File: src/rtl/pwm_fade_ctrl.sv
// pwm_fade_ctrl: round-robin fade sequencer driving the duty inputs of NUM_CH PWM units.
// Define PWM_FADE_IRQ_EN to add the sticky done status register and the irq/irq_clr ports.
module pwm_fade_ctrl #(
    parameter int NUM_CH = 4,
    parameter int VAL_W  = 8,
    parameter int STEP_W = 4,
    parameter int CH_W   = (NUM_CH > 1) ? $clog2(NUM_CH) : 1
) (
    input  logic                    pwm_clk,
    input  logic                    pwm_reset,
    input  logic                    cmd_valid,
    output logic                    cmd_ready,
    input  logic [CH_W-1:0]         cmd_ch,
    input  logic [VAL_W-1:0]        cmd_target,
    input  logic [STEP_W-1:0]       cmd_step,
    input  logic [NUM_CH-1:0]       pwm_period,
    output logic [NUM_CH*VAL_W-1:0] pwm_value,
    output logic [NUM_CH-1:0]       busy,
    output logic                    done,
    output logic [CH_W-1:0]         done_ch
`ifdef PWM_FADE_IRQ_EN
    ,
    output logic                    irq,
    input  logic [NUM_CH-1:0]       irq_clr
`endif
);

    localparam int   EW      = VAL_W + 1;
    localparam logic ST_IDLE = 1'b0;
    localparam logic ST_RAMP = 1'b1;

    logic [VAL_W-1:0]  val [NUM_CH];
    logic [VAL_W-1:0]  tgt [NUM_CH];
    logic [STEP_W-1:0] stp [NUM_CH];
    logic [NUM_CH-1:0] state;
    logic [NUM_CH-1:0] period_q;
    logic [NUM_CH-1:0] pend;
    logic [CH_W-1:0]   ptr;
    logic              ready_en;
    logic              hold_v;
    logic [CH_W-1:0]   hold_ch;

    logic [NUM_CH-1:0] cmd_sel;
    logic [NUM_CH-1:0] svc_sel;
    logic [VAL_W-1:0]  cmd_cur;
    logic              cmd_imm;
    logic [VAL_W-1:0]  s_val;
    logic [VAL_W-1:0]  s_tgt;
    logic [STEP_W-1:0] s_stp;
    logic              s_pend;
    logic              s_ramp;
    logic              s_cmd;
    logic [EW-1:0]     sum;
    logic [EW-1:0]     dif;
    logic [VAL_W-1:0]  nxt;
    logic              svc_go;
    logic              ramp_done;
    logic              emit_v;
    logic [CH_W-1:0]   emit_ch;
    logic              hold_n;

    assign cmd_ready = ready_en & ~hold_v;

    // Out-of-range cmd_ch matches no channel, so such a command is consumed with no effect.
    always_comb begin
        cmd_sel = '0;
        svc_sel = '0;
        cmd_cur = '0;
        s_val   = '0;
        s_tgt   = '0;
        s_stp   = '0;
        s_pend  = 1'b0;
        s_ramp  = 1'b0;
        for (int unsigned i = 0; i < NUM_CH; i++) begin
            if (cmd_ch == CH_W'(i)) begin
                cmd_sel[i] = cmd_valid & cmd_ready;
                cmd_cur    = val[i];
            end
            if (ptr == CH_W'(i)) begin
                svc_sel[i] = 1'b1;
                s_val      = val[i];
                s_tgt      = tgt[i];
                s_stp      = stp[i];
                s_pend     = pend[i];
                s_ramp     = (state[i] == ST_RAMP);
            end
        end
        s_cmd   = |(cmd_sel & svc_sel);
        cmd_imm = (|cmd_sel) && ((cmd_step == '0) || (cmd_target == cmd_cur));
    end

    always_comb begin
        sum = EW'(s_val) + EW'(s_stp);
        dif = EW'(s_val) - EW'(s_stp);
        if (s_tgt > s_val)
            nxt = (sum > EW'(s_tgt)) ? s_tgt : sum[VAL_W-1:0];
        else
            nxt = (dif[VAL_W] || (dif[VAL_W-1:0] < s_tgt)) ? s_tgt : dif[VAL_W-1:0];
        svc_go    = s_pend & s_ramp & ~s_cmd;
        ramp_done = svc_go && (nxt == s_tgt);
    end

    // Held completion goes first; cmd_ready is low then, so no immediate done can compete.
    always_comb begin
        emit_v  = hold_v | cmd_imm | ramp_done;
        emit_ch = hold_v ? hold_ch : (cmd_imm ? cmd_ch : ptr);
        hold_n  = ramp_done & (hold_v | cmd_imm);
    end

    always_ff @(posedge pwm_clk or posedge pwm_reset) begin
        if (pwm_reset) begin
            for (int unsigned i = 0; i < NUM_CH; i++) begin
                val[i] <= '0;
                tgt[i] <= '0;
                stp[i] <= '0;
            end
            state    <= {NUM_CH{ST_IDLE}};
            period_q <= '0;
            pend     <= '0;
            ptr      <= '0;
            ready_en <= 1'b0;
            hold_v   <= 1'b0;
            hold_ch  <= '0;
            done     <= 1'b0;
            done_ch  <= '0;
        end else begin
            ready_en <= 1'b1;
            period_q <= pwm_period;
            pend     <= (pend & ~svc_sel) | (pwm_period & ~period_q);
            ptr      <= (ptr == CH_W'(NUM_CH - 1)) ? '0 : ptr + 1'b1;
            hold_v   <= hold_n;
            if (hold_n)
                hold_ch <= ptr;
            done    <= emit_v;
            done_ch <= emit_ch;
            for (int unsigned i = 0; i < NUM_CH; i++) begin
                if (cmd_sel[i]) begin
                    tgt[i] <= cmd_target;
                    stp[i] <= cmd_step;
                    if (cmd_imm) begin
                        val[i]   <= cmd_target;
                        state[i] <= ST_IDLE;
                    end else begin
                        state[i] <= ST_RAMP;
                    end
                end else if (svc_go && svc_sel[i]) begin
                    val[i] <= nxt;
                    if (ramp_done)
                        state[i] <= ST_IDLE;
                end
            end
        end
    end

    always_comb begin
        pwm_value = '0;
        busy      = '0;
        for (int unsigned i = 0; i < NUM_CH; i++) begin
            pwm_value[i*VAL_W +: VAL_W] = val[i];
            busy[i]                     = (state[i] == ST_RAMP);
        end
    end

`ifdef PWM_FADE_IRQ_EN
    logic [NUM_CH-1:0] irq_status;
    logic [NUM_CH-1:0] irq_set;

    always_comb begin
        irq_set = '0;
        for (int unsigned i = 0; i < NUM_CH; i++)
            if (emit_v && (emit_ch == CH_W'(i)))
                irq_set[i] = 1'b1;
    end

    always_ff @(posedge pwm_clk or posedge pwm_reset) begin
        if (pwm_reset)
            irq_status <= '0;
        else
            irq_status <= (irq_status & ~irq_clr) | irq_set;
    end

    assign irq = |irq_status;
`endif

endmodule
File: config.mk
export PLATFORM = sky130hd
export DESIGN_NAME = pwm_fade_ctrl
export DESIGN_NICKNAME = d
export VERILOG_FILES = /design/src/rtl/pwm_fade_ctrl.sv
export SDC_FILE = /design/constraint.sdc
export NUM_CORES = 1
export LEC_CHECK = 0
export BUFFER_PORTS_ARGS = -buffer_cell sky130_fd_sc_hd__buf_2
export CORE_MARGIN = 2
export CORE_UTILIZATION = 30
export DETAILED_ROUTE_END_ITERATION = 7
export GPL_ROUTABILITY_DRIVEN = 1
export REMOVE_ABC_BUFFERS = 1
export SLEW_MARGIN = 20
export SYNTH_ARGS = -nofsm -noshare
export SYNTH_HDL_FRONTEND = slang
export SYNTH_SLANG_ARGS = --single-unit
File: constraint.sdc
create_clock -name pwm_clk -period 5.6 [get_ports pwm_clk]
set_input_delay 0.84 -clock pwm_clk [delete_from_list [all_inputs] [get_ports pwm_clk]]
set_output_delay 0.84 -clock pwm_clk [all_outputs]
set_load 0.05 [all_outputs]
==> flow_summary.yaml <==
run_status:
  status: "finished, final reports clean"
die:
  rows: 55
  io_pins: 61
  dieArea_um2: 23850
  initial_utilization_pct: 30.26
  design.core.area_um2: 22430
  dieWidth_um: 154.4
  die_h_um: 154.4
synth:
  async_reset_ff_share_pct: 100.0
  yosys_register_bits: 101
  synth.distinct_cells: 74
  ys_seq_area_share_pct: 37.23
  synth_warnings: 0
  synth_edf_count: 0
  synth_ff_type: "dfrtp_1"
  syn_area_um2: 6789
  avgSynthCellArea_um2: 8.726
  syn_inst: 778
finish:
  num-nets-final: 892
  final_cell_mix: "nand2_1 (172), dfrtp_1 (100), buf_2 (60)"
  drive_above_1_share_pct: 20.26
  filler_cell_count: 2351
  final_common_cell: "nand2_1"
  seq_area_um2: 2529
  antenna_cells: 0
  area_delta_synth_final_pct: 16.14
  multi_input_area_um2: 3976
placed_design:
  hpwl_um: 15940
  pre_cts_slack_ns: 0.09628
  place_congestion: 0.9499
  numPortBuffers: 60
cts:
  cts_sinks: 101
  clk-insertion-delay-late_ns: 0.36
  clk_pin_slew_ns: 0.07
  cts_tree: "done"
  ctsLongestPathBuffers: 2
  htree_levels: 3
  root_buffer: "clkbuf_16"
  cts_made_buffers: 9
global_routing:
  overflow: 0
  grt_pass1_vias: 5874
  grtUsageTotal_pct: 18.68
  grt_pass1_wl_um: 34490
  grt_max_degree: 65
  antenna_found_initial: 0
sta:
  finalCritPeriodShare_pct: 94.15
  clock_skew_ns: 0.007787
  slew_headroom_pct: 45.09
  worst_slew_pin_slew_ns: 0.8236
  min_period_ns: 5.272
  maxSlewViolCount: 0
  postLayoutSetupSlackWorst_ns: 0.3277
  timing.fmax_mhz: 189.7
  finalHoldViolCount: 0
  setup_viol: 0
  finalSetupTns_ns: 0
setup_path:
  crit_end: "pwm_value[1]"
  crit_type: "flop to flop"
  end_kind: "flop"
  cp-startpoint: "ptr[1]"
  worstPathMaxFanout: 34
  cp.required_ns: 5.88
  r2r_slack_ns: 0.33
  critPathLaunchType: "flop"
  r2r.worst_path.cells: 23
  r2r_end: "pwm_value[1]"
  arrival_ns: 5.55
  r2r-start: "ptr[1]"
route:
  wire_per_inst_um: 19.61
  routed_wl_um: 22040
  drc_errors: 0
  initialDrtViolationCount: 699
  ant_nets: 0
  drtPass1Iterations: 6
  vias_per_cell: 5.457
  vias: 6134
power:
  finalPower_mw: 5.108
  irDropWorstVdd_v: 0.0001941
  p_per_area_nw_per_um2: 647.8
  p_leak_nw: 3.645
min_path:
  hold_path_class: "flop to flop"
  hold-path-cell-count: 1
flow_run:
  maxCapViolations: 0
-- routing by layer --
metal / track usage [%] / part of all wire, %
met5: 0 / 0
met4: 8.289 / 3.1
met3: 1.905 / 5.0
met2: 30.04 / 47
met1: 25.55 / 45
-- where the power goes --
group	switching, mW	internal (mW)
Clock	0.307	0.396
Combinational	2.00	1.23
Sequential	0.237	0.943
-- cell usage after synthesis (all sizes together), types with 3 or more instances --
library cell,n,area (µm²)
buf,18,103.8
nor3b,7,57.55
nor2,52,202.7
nor4,3,33.78
clkbuf,27,101.4
mux4,8,180.2
dfrtp,101,2527
inv,44,165.2
nand4,5,31.28
a22oi,9,72.57
xnor2,29,261.5
nor2b,13,81.33
mux2,18,210.2
a311oi,4,82.58
and2,3,18.77
nor3,12,60.06
nand3,13,65.06
xor2,3,26.28
nand2,172,645.6
ha,35,437.9
a221oi,9,85.08
a21oi,40,204.0
and3,4,25.02
a31oi,24,150.1
nand3b,9,67.56
o21ai,29,148.9
o21a,9,67.56
o311ai,7,61.31
a21o,12,90.09
a211oi,7,52.55
a2111oi,4,35.03
nand2b,3,18.77
o211ai,5,37.54
o22ai,6,37.54
-- cell type report --
class | instances | share of cell area (%)
Clock buffer | 10 | 2.904
Multi-Input combinational cell | 588 | 50.43
Tap cell | 285 | 4.522
Timing Repair Buffer | 90 | 6.760
Sequential cell | 101 | 32.07
Clock inverter | 6 | 1.190
Inverter | 44 | 2.126
-- worst min-delay path by stage --
stage,from,end
3_5_place_dp,period_q[1],pend[1]
4_1_cts,period_q[1],pend[1]
6_report,period_q[1],pend[1]
5_1_grt,period_q[0],pend[0]
3_3_place_gp,period_q[2],pend[2]
2_1_floorplan,period_q[0],pend[0]
-- logic make-up (layout without fill, tap and decap cells) --
logic type,Yosys count,after routing,synth area share (%)
AOI/OAI and AO/OA,183,183,19.09
xor gates and xnor gates,33,33,4.571
adders and majority gates,37,37,7.040
buffers and inverters,89,150,5.455
DFF,101,101,37.23
muxes,28,28,6.045
other,1,1,0.05524
and+or+nand+nor,306,306,20.51
-- flip-flops by register name, indices dropped and copies added, names as in the netlist, 2 cells and up --
register,count
pwm_value,32
done_ch,2
ptr,2
stp,16
pend,4
tgt,32
hold_ch,2
period_q,4
busy,4
-- metrics by stage --
| step | cell area [µm²] | instances | hold slack (ns) | util, % |
|---|---|---|---|---|
| detailed placement | 7473 | 1107 | 0.4102 | 33.31 |
| finish | 7885 | 1124 | 0.4161 | 35.15 |
| floorplan | 6584 | 733 | 0.3988 | - |
| global route | 7885 | 1124 | 0.4378 | 35.15 |
| global placement | 7473 | 1107 | 0.4013 | 33.31 |
| CTS | 7796 | 1123 | 0.4205 | 34.75 |
-- worst max-delay path, stage by stage, from the launching register on --
cell,delay [ns]
dfrtp_1,0.43
inv_1,0.10
ha_1,0.20
buf_8,0.26
nor2_1,0.08
a21oi_1,0.12
nor2_1,0.05
a21oi_1,0.12
nor2_1,0.05
a21o_1,0.21
ha_1,0.39
inv_1,0.16
a221oi_2,0.41
nand4_1,0.24
xnor2_1,0.20
ha_1,0.35
nand4_1,0.10
a21oi_1,0.20
o311ai_1,0.22
a22oi_2,0.32
nand2_1,0.15
a311oi_2,0.53
nand2_1,0.09
a31oi_1,0.18
-- what timing repair did --
| item | CTS | global route |
|---|---|---|
| setup buffers | 0 | 1 |
| setup endpoints to repair | 0 | 39 |
| hold buffers | 0 | 0 |
| gates resized for setup | 0 | 18 |
No activity file was read; power rests on OpenSTA's default activity.
